===== config.mk =====
export PLATFORM = sky130hd
export DESIGN_NAME = lock_ctrl4
export DESIGN_NICKNAME = d
export VERILOG_FILES = /design/src/rtl/lock_ctrl4.sv
export SDC_FILE = /design/constraint.sdc
export NUM_CORES = 1
export LEC_CHECK = 0
export ABC_AREA = 1
export BUFFER_PORTS_ARGS = -buffer_cell sky130_fd_sc_hd__buf_2
export CORE_MARGIN = 2
export CORE_UTILIZATION = 60
export DETAILED_ROUTE_END_ITERATION = 12
export PLACE_DENSITY = 0.9
export SLEW_MARGIN = 20
export SYNTH_ARGS = -nofsm -noshare
export SYNTH_HDL_FRONTEND = slang
export SYNTH_SLANG_ARGS = --single-unit

===== constraint.sdc =====
create_clock -name clk -period 3.05 [get_ports clk]
set_input_delay 0.61 -clock clk [delete_from_list [all_inputs] [get_ports clk]]
set_output_delay 0.61 -clock clk [all_outputs]
set_load 0.02 [all_outputs]

===== src/rtl/lock_ctrl4.sv =====
// Four-digit code lock: assembles keypad digits, compares against a stored password,
// and manages open/auto-relock, password change, failed-attempt counting and alarm lockout.
module lock_ctrl4 #(
    parameter logic [15:0]        DEFAULT_PW     = 16'h1234,
    parameter int                 MAX_ERR        = 3,
    parameter int                 TIMER_W        = 24,
    parameter logic [TIMER_W-1:0] OPEN_CYCLES    = 24'd5_000_000,
    parameter logic [TIMER_W-1:0] LOCKOUT_CYCLES = 24'd15_000_000
) (
    input  logic        clk,
    input  logic        reset,
    input  logic        key_valid,
    input  logic [3:0]  key_code,
    output logic        unlocked,
    output logic        alarm,
    output logic [2:0]  digit_cnt,
    output logic [1:0]  err_cnt,
    output logic [15:0] disp_digits,
    output logic [2:0]  state_o
);

    typedef enum logic [2:0] {
        S_LOCKED = 3'd0,
        S_OPEN   = 3'd1,
        S_SET    = 3'd2,
        S_ALARM  = 3'd3
    } state_t;

    localparam logic [1:0]         MAX_ERR_L   = 2'(MAX_ERR);
    localparam logic [TIMER_W-1:0] OPEN_LOAD   = OPEN_CYCLES - 1'b1;
    localparam logic [TIMER_W-1:0] LOCKOUT_LOAD = LOCKOUT_CYCLES - 1'b1;

    state_t             r_state,    w_state;
    logic [15:0]        r_pw,       w_pw;
    logic [15:0]        r_buf,      w_buf;
    logic [2:0]         r_cnt,      w_cnt;
    logic [1:0]         r_err,      w_err;
    logic [TIMER_W-1:0] r_timer,    w_timer;
    logic               r_unlocked, w_unlocked;
    logic               r_alarm,    w_alarm;

    logic        w_digit, w_enter, w_clear, w_lock, w_set;
    logic        w_full, w_match, w_timer_zero;
    logic [1:0]  w_err_inc;
    logic [15:0] w_ins_buf;

    assign w_digit      = key_valid && (key_code <= 4'd9);
    assign w_enter      = key_valid && (key_code == 4'hA);
    assign w_clear      = key_valid && (key_code == 4'hB);
    assign w_lock       = key_valid && (key_code == 4'hC);
    assign w_set        = key_valid && (key_code == 4'hD);
    assign w_full       = (r_cnt == 3'd4);
    assign w_match      = w_full && (r_buf == r_pw);
    assign w_timer_zero = (r_timer == '0);
    assign w_err_inc    = r_err + 2'd1;

    // Buffer with the incoming digit written into slot r_cnt (digit 0 is the MS nibble).
    always_comb begin
        w_ins_buf = r_buf;
        case (r_cnt)
            3'd0:    w_ins_buf[15:12] = key_code;
            3'd1:    w_ins_buf[11:8]  = key_code;
            3'd2:    w_ins_buf[7:4]   = key_code;
            3'd3:    w_ins_buf[3:0]   = key_code;
            default: w_ins_buf        = r_buf;
        endcase
    end

    always_comb begin
        // NOTE: every next-state signal gets its hold value first so no path leaves it unassigned (no latches).
        w_state = r_state;
        w_pw    = r_pw;
        w_buf   = r_buf;
        w_cnt   = r_cnt;
        w_err   = r_err;
        w_timer = r_timer;

        case (r_state)
            S_LOCKED: begin
                if (w_digit && !w_full) begin
                    w_buf = w_ins_buf;
                    w_cnt = r_cnt + 3'd1;
                end else if (w_clear) begin
                    w_buf = '0;
                    w_cnt = '0;
                end else if (w_enter) begin
                    w_buf = '0;
                    w_cnt = '0;
                    if (w_match) begin
                        w_state = S_OPEN;
                        w_err   = '0;
                        w_timer = OPEN_LOAD;
                    end else if (w_err_inc == MAX_ERR_L) begin
                        w_state = S_ALARM;
                        w_err   = MAX_ERR_L;
                        w_timer = LOCKOUT_LOAD;
                    end else begin
                        w_err = w_err_inc;
                    end
                end
            end
            S_OPEN: begin
                // Expiry and LOCK both relock; the timer is parked at zero while locked.
                if (w_timer_zero || w_lock) begin
                    w_state = S_LOCKED;
                    w_timer = '0;
                end else if (w_set) begin
                    w_state = S_SET;
                    w_buf   = '0;
                    w_cnt   = '0;
                end else begin
                    w_timer = r_timer - 1'b1;
                end
            end
            S_SET: begin
                if (w_digit && !w_full) begin
                    w_buf = w_ins_buf;
                    w_cnt = r_cnt + 3'd1;
                end else if (w_clear) begin
                    w_buf = '0;
                    w_cnt = '0;
                end else if (w_enter) begin
                    if (w_full) w_pw = r_buf;
                    w_state = S_OPEN;
                    w_timer = OPEN_LOAD;
                    w_buf   = '0;
                    w_cnt   = '0;
                end else if (w_lock) begin
                    w_state = S_LOCKED;
                    w_timer = '0;
                    w_buf   = '0;
                    w_cnt   = '0;
                end
            end
            S_ALARM: begin
                w_buf = '0;
                w_cnt = '0;
                if (w_timer_zero) begin
                    w_state = S_LOCKED;
                    w_err   = '0;
                end else begin
                    w_timer = r_timer - 1'b1;
                end
            end
            default: begin
                w_state = S_LOCKED;
                w_buf   = '0;
                w_cnt   = '0;
                w_timer = '0;
            end
        endcase

        w_unlocked = (w_state == S_OPEN) || (w_state == S_SET);
        w_alarm    = (w_state == S_ALARM);
    end

    // NOTE: state registers use non-blocking assignments so all of them update together at the edge.
    always_ff @(posedge clk) begin
        if (reset) begin
            r_state    <= S_LOCKED;
            r_pw       <= DEFAULT_PW;
            r_buf      <= '0;
            r_cnt      <= '0;
            r_err      <= '0;
            r_timer    <= '0;
            r_unlocked <= 1'b0;
            r_alarm    <= 1'b0;
        end else begin
            r_state    <= w_state;
            r_pw       <= w_pw;
            r_buf      <= w_buf;
            r_cnt      <= w_cnt;
            r_err      <= w_err;
            r_timer    <= w_timer;
            r_unlocked <= w_unlocked;
            r_alarm    <= w_alarm;
        end
    end

    assign unlocked    = r_unlocked;
    assign alarm       = r_alarm;
    assign digit_cnt   = r_cnt;
    assign err_cnt     = r_err;
    assign disp_digits = r_buf;
    assign state_o     = r_state;

endmodule


After elaboration in Yosys (flattened, before gate mapping)
Cells that the tools add are included.
Widths: inputs -> output; s select.

word-level totals
  input port bits = 7
  logic and storage cells = 119
  output and inout bits = 26
  flip-flop bits (word level) = 66

cells by class
  bitwise operators = 2
  $lt $le $gt $ge = 1
  add/sub/neg operators = 3
  reductions and logical operators = 18
  equality and inequality tests = 30
  muxes and demuxes = 57

operators with widths
  kind                   count
  $mux 24                12
  $mux 16                9
  $pmux 24 s4            1
  $mux 3                 21
  $pmux 16 s3            1
  $logic_not 24->1       1
  $sub 24x1->24 const B  1
  $eq 3x2->1 const B     6
  $ne 2x2->1 const B     9
  $eq 16x16->1           1
  $eq 4x4->1 const B     4
  $mux 4                 4
  $mux 2                 6
  $pmux 3 s4             1
  $reduce_and 5->1       2
  $eq 3x1->1 const B     3
  $ne 3x3->1 const B     3
  $pmux 3 s3             1
  $reduce_and 9->1       1
  $logic_and 1x1->1      7
  $logic_not 3->1        2
  $ne 5x5->1 const B     1
  $le 4x4->1 const B     1
  $ne 4x4->1 const B     1
  other kinds (10)       12

Logic depth before layout (Yosys ltp)
  word-level depth = 10
  mapped depth = 14
  mapped depth without buffers = 13

Least setup slack after synthesis
OpenSTA, ideal clock, no wires.

  path type = register to register
  start = reg r_cnt[0], in the netlist digit_cnt[0]
  end = reg r_timer[15]
  clock period less this slack = 1.853 ns
  library setup time = 0.115 ns
  slack = 1.197 ns
  required time = 2.935 ns
  cell stages (with the launch flop) = 14
  arrival time = 1.738 ns
  buffers on the path = 1
  cell sequence = dfxtp_1 inv_1 ha_1 nand2_1 a21oi_1 nand3_1 nor2_1 nand3_1 nand3_1 nand2_4 inv_4 buf_6 o21ai_1 nor2_1

on the way
  word-level cells in the longest chain between the ends = 7
  elaborated cells between the ends (all ways) = 13
  those cells by class = eq/ne (4); mux (5); reduce/logical (4)

RTL lines
  element                 RTL line  RTL
  start, declared         36        logic [2:0] r_cnt, w_cnt;
  start signal, assigned  172       r_cnt <= w_cnt;
  $eq 3x3->1 *            52        assign w_full = (r_cnt == 3'd4);
  $logic_and 1x1->1       53        assign w_match = w_full && (r_buf == r_pw);
  $mux 24                 89        if (w_match) begin
  $mux 24                 86        end else if (w_enter) begin
  $mux 24                 83        end else if (w_clear) begin
  $mux 24                 80        if (w_digit && !w_full) begin
  $pmux 24 s4             78        case (r_state)
  end signal, assigned    174       r_timer <= w_timer;
  end, declared           38        logic [TIMER_W-1:0] r_timer, w_timer;

Every way passes the cells marked *; elsewhere a longest branch is shown, timed or not. The select of a mux whose other input is x is not followed.
A chain may end at the register's enable or synchronous reset.

Worst setup path in the final report
  start = reg r_cnt[0], in the netlist digit_cnt[0]
  end = reg r_timer[4]

The elaborated chain is that of the path after synthesis.

==> results.cfg <==
[route]
wirelength_routed_mm = 9.13
routed_via_density = 5.65
num_vias = 3767
firstDrtPassIters = 6
detail_route.wl_per_cell_um = 13.7
post-route-drc-count = 0
drt-initial-drc-count = 236
detail-route-antenna-nets = 0

[power]
vdd_drop_max_uv = 308
total_leakage_power_nw = 1.95
combinationalPowerShare_pct = 15.7
pwr_density_cell_nw_per_um2 = 547
power.switching_fraction_pct = 27.8
sequential_power_share_pct = 40.1
power.internal_w = 0.00166
net-switching-power_w = 0.000639
clock_power_share_pct = 44.2

[clocking]
post_cts.repair.setup_buffers = 0
cts_hold_repair.buffers = 0
cts.clk_slew.worst_paths_ns = 0.08
ctsHtreeMaxLevel = 3
max-clock-path-buffers = 2
ctsRootBufferMaster = sky130_fd_sc_hd__clkbuf_8
cts_num_sinks = 66
cts_tree = built
clk_latency_ns = 0.35
post_cts_resize_count = 0
cts_made_buffers = 9

[floorplan]
dieWidth_um = 82.9
core_area_sq_um = 5960
initial_cell_density_of_the_core_pct = 62.7
chipHeight_um = 82.9
row_count = 28
dieArea_sq_um = 6870
num_io_pins = 33

[sta]
finClkSkew_ns = 0.00997
grt_setup_unrepaired = false
slew_headroom_pct = 28.9
finalSetupViolCount = 0
tns_ns = 0
maxSlewViolCount = 0
final_min_period_over_clock_period_pct = 76.1
layout_setup_ws_ns = 0.730
fmax_mhz = 431
timing_hold_violations_final = 0
timing.final.crit_period_ns = 2.32
max_slew.worst_pin.slew_ns = 1.06

[placed_design]
place_congestion = 0.981
port_buffers = 32
placed_cells_incl_taps = 651
placed_cell_area_sq_um = 3930
detailedPlace.worstSlack_ns = 0.771
hpwl_mm = 6.22

[job]
cap_violations = 0

[status]
outcome = completed

[worst_setup_path]
cpMaxStageDelayCell = sky130_fd_sc_hd__dfxtp_1
cp_common_cell = sky130_fd_sc_hd__nand3_1
path_max_fanout = 24
critPathLaunchType = flip-flop
regToRegEndpoint = r_timer[4]$_SDFFE_PP0P_
timing.critical_path.arrival_ns = 2.61
reg2reg_from = digit_cnt[0]$_SDFFE_PP0P_
critPathKind = reg2reg
r2r_cells = 12
critPathMaxStageDelay_ns = 0.35
reg2reg_setup_slack_ns = 0.73
setup.worst_path.end_class = flip-flop
cp.required_ns = 3.34
crit_path_cell_trace = inv_1 > ha_1 > nand2_1 > a21oi_1 > nand3_1 > nor2_1 > nand3_1 > nand3_1 > nand2_4 > inv_4 > o21ai_0 > nor2_1

[global_routing]
groute.usage.overall_pct = 26.7
number_of_global_route_vias_before_repair = 3500
grt_overflow = 0
largest_net_degree_at_the_start_of_global_routing = 41
grt_first_pass_wirelength_mm = 15.4
grt_antenna_before_repair = 0

[synth]
post_syn_instances = 555
cell_area_after_synthesis_sq_um = 3730
ys_warn_count = 0
synth_seq_area_share_pct = 35.4
synth.net_count = 569
flops_latches_synth = 66
ys_types = 36
syn_area_per_cell_sq_um = 6.72

[min_path]
worstHoldStart = r_pw[4]$_SDFFE_PP1P_
tightest_hold_check_type = reg2reg
holdPathEnd = r_pw[4]$_SDFFE_PP1P_
hold_path_depth = 2

[cells_and_area]
layout-drive-gt1-share_pct = 13.5
final_core_utilization_pct = 70.6
area_delta_synth_final_pct = 12.6
final_net_count = 601
commonest_cells_after_routing_fill_and_taps_aside = sky130_fd_sc_hd__nand2_1, sky130_fd_sc_hd__nor2_1, sky130_fd_sc_hd__dfxtp_1
final_cell_area_sq_um = 4200
insertedDiodeCount = 0
mostFrequentLayoutCell = sky130_fd_sc_hd__nand2_1
finalNonFillerCells = 667
-- per-layer routing --
layer	GRT usage, %	vias up	part of all wire, %
met4	12.4	0	2.7
met1	32.6	1731	42
met5	0	-	0
met2	46.6	156	49
li1	-	1850	-
met3	3.68	30	7.0
-- registers in the layout (all words and copies together) (netlist names) --
register and count:
digit_cnt 3, r_timer 24, disp_digits 16, r_pw 16, err_cnt 2, unlocked 1
state_o 3, alarm 1
-- final cells by class --
type | count | area (sq um)
multi-input combinational | 413 | 2100
fill | 478 | 1750
sequential | 66 | 1320
inverter | 62 | 235
timing repair buffer | 35 | 183
clock buffer | 10 | 138
clock inverter | 6 | 138
tap | 75 | 93.8
-- synth_stat cells (all sizes together) --
cell type | instances | area, sq um
a211oi | 5 | 37.5
a21oi | 54 | 282
buf | 6 | 50.0
clkbuf | 8 | 30.0
conb | 1 | 3.75
dfxtp | 66 | 1320
ha | 7 | 87.6
inv | 62 | 235
nand2 | 142 | 561
nand3 | 26 | 173
nand3b | 2 | 18.8
nand4 | 6 | 37.5
nor2 | 86 | 347
nor3 | 3 | 26.3
nor4 | 2 | 12.5
o211ai | 5 | 37.5
o21ai | 47 | 246
or2 | 3 | 18.8
or3 | 1 | 6.26
xnor2 | 11 | 96.3
xor2 | 12 | 105
-- worst max-delay path: cells and delay by family, from the launching register on --
family,cells,cell delay [ns]
and+or+nand+nor,7,1.09
AOI/OAI and AO/OA,2,0.26
buffers and inverters,2,0.36
adders and majority gates,1,0.20
DFF,1,0.35
-- cell families (layout without fill, tap and decap cells) --
logic type / count (synthesis) / after routing / synth area share, %
AO/OA/AOI/OAI: 111 / 111 / 16.2
buffers and inverters: 76 / 113 / 8.45
other: 1 / 1 / 0.100
AND/OR/NAND/NOR: 271 / 271 / 32.1
flip-flops: 66 / 66 / 35.4
XOR/XNOR: 23 / 23 / 5.40
adder cells (fa/ha/maj): 7 / 7 / 2.35
-- power by group through the flow --
| stage | logic (W) | registers (W) | clock network (W) |
|---|---|---|---|
| floorplan | 0.000258 | 0.000956 | 0 |
| global placement | 0.000338 | 0.000940 | 0 |
| detailed placement | 0.000349 | 0.000941 | 0 |
| CTS | 0.000356 | 0.000922 | 0.00101 |
| global route | 0.000399 | 0.000926 | 0.00105 |
| finish | 0.000360 | 0.000923 | 0.00102 |
-- worst max-delay path by stage --
stage	startpoint	end	slack [ns]
2_1_floorplan	digit_cnt[0]$_SDFFE_PP0P_	r_timer[15]$_SDFFE_PP0P_	1.20
3_3_place_gp	key_code[0]	r_timer[1]$_SDFFE_PP0P_	0.86
3_5_place_dp	key_code[1]	r_timer[4]$_SDFFE_PP0P_	0.77
4_1_cts	digit_cnt[0]$_SDFFE_PP0P_	r_timer[4]$_SDFFE_PP0P_	0.77
5_1_grt	digit_cnt[0]$_SDFFE_PP0P_	r_timer[4]$_SDFFE_PP0P_	0.56
6_report	digit_cnt[0]$_SDFFE_PP0P_	r_timer[4]$_SDFFE_PP0P_	0.73
-- metrics by stage --
stage                     power (W)  hold WS [ns]
after floorplan             0.00121         0.450
after global placement      0.00128         0.461
after detailed placement    0.00129         0.463
after CTS                   0.00229         0.482
after global routing        0.00237         0.500
final                       0.00230         0.481
No activity file was read; power rests on OpenSTA's default activity.
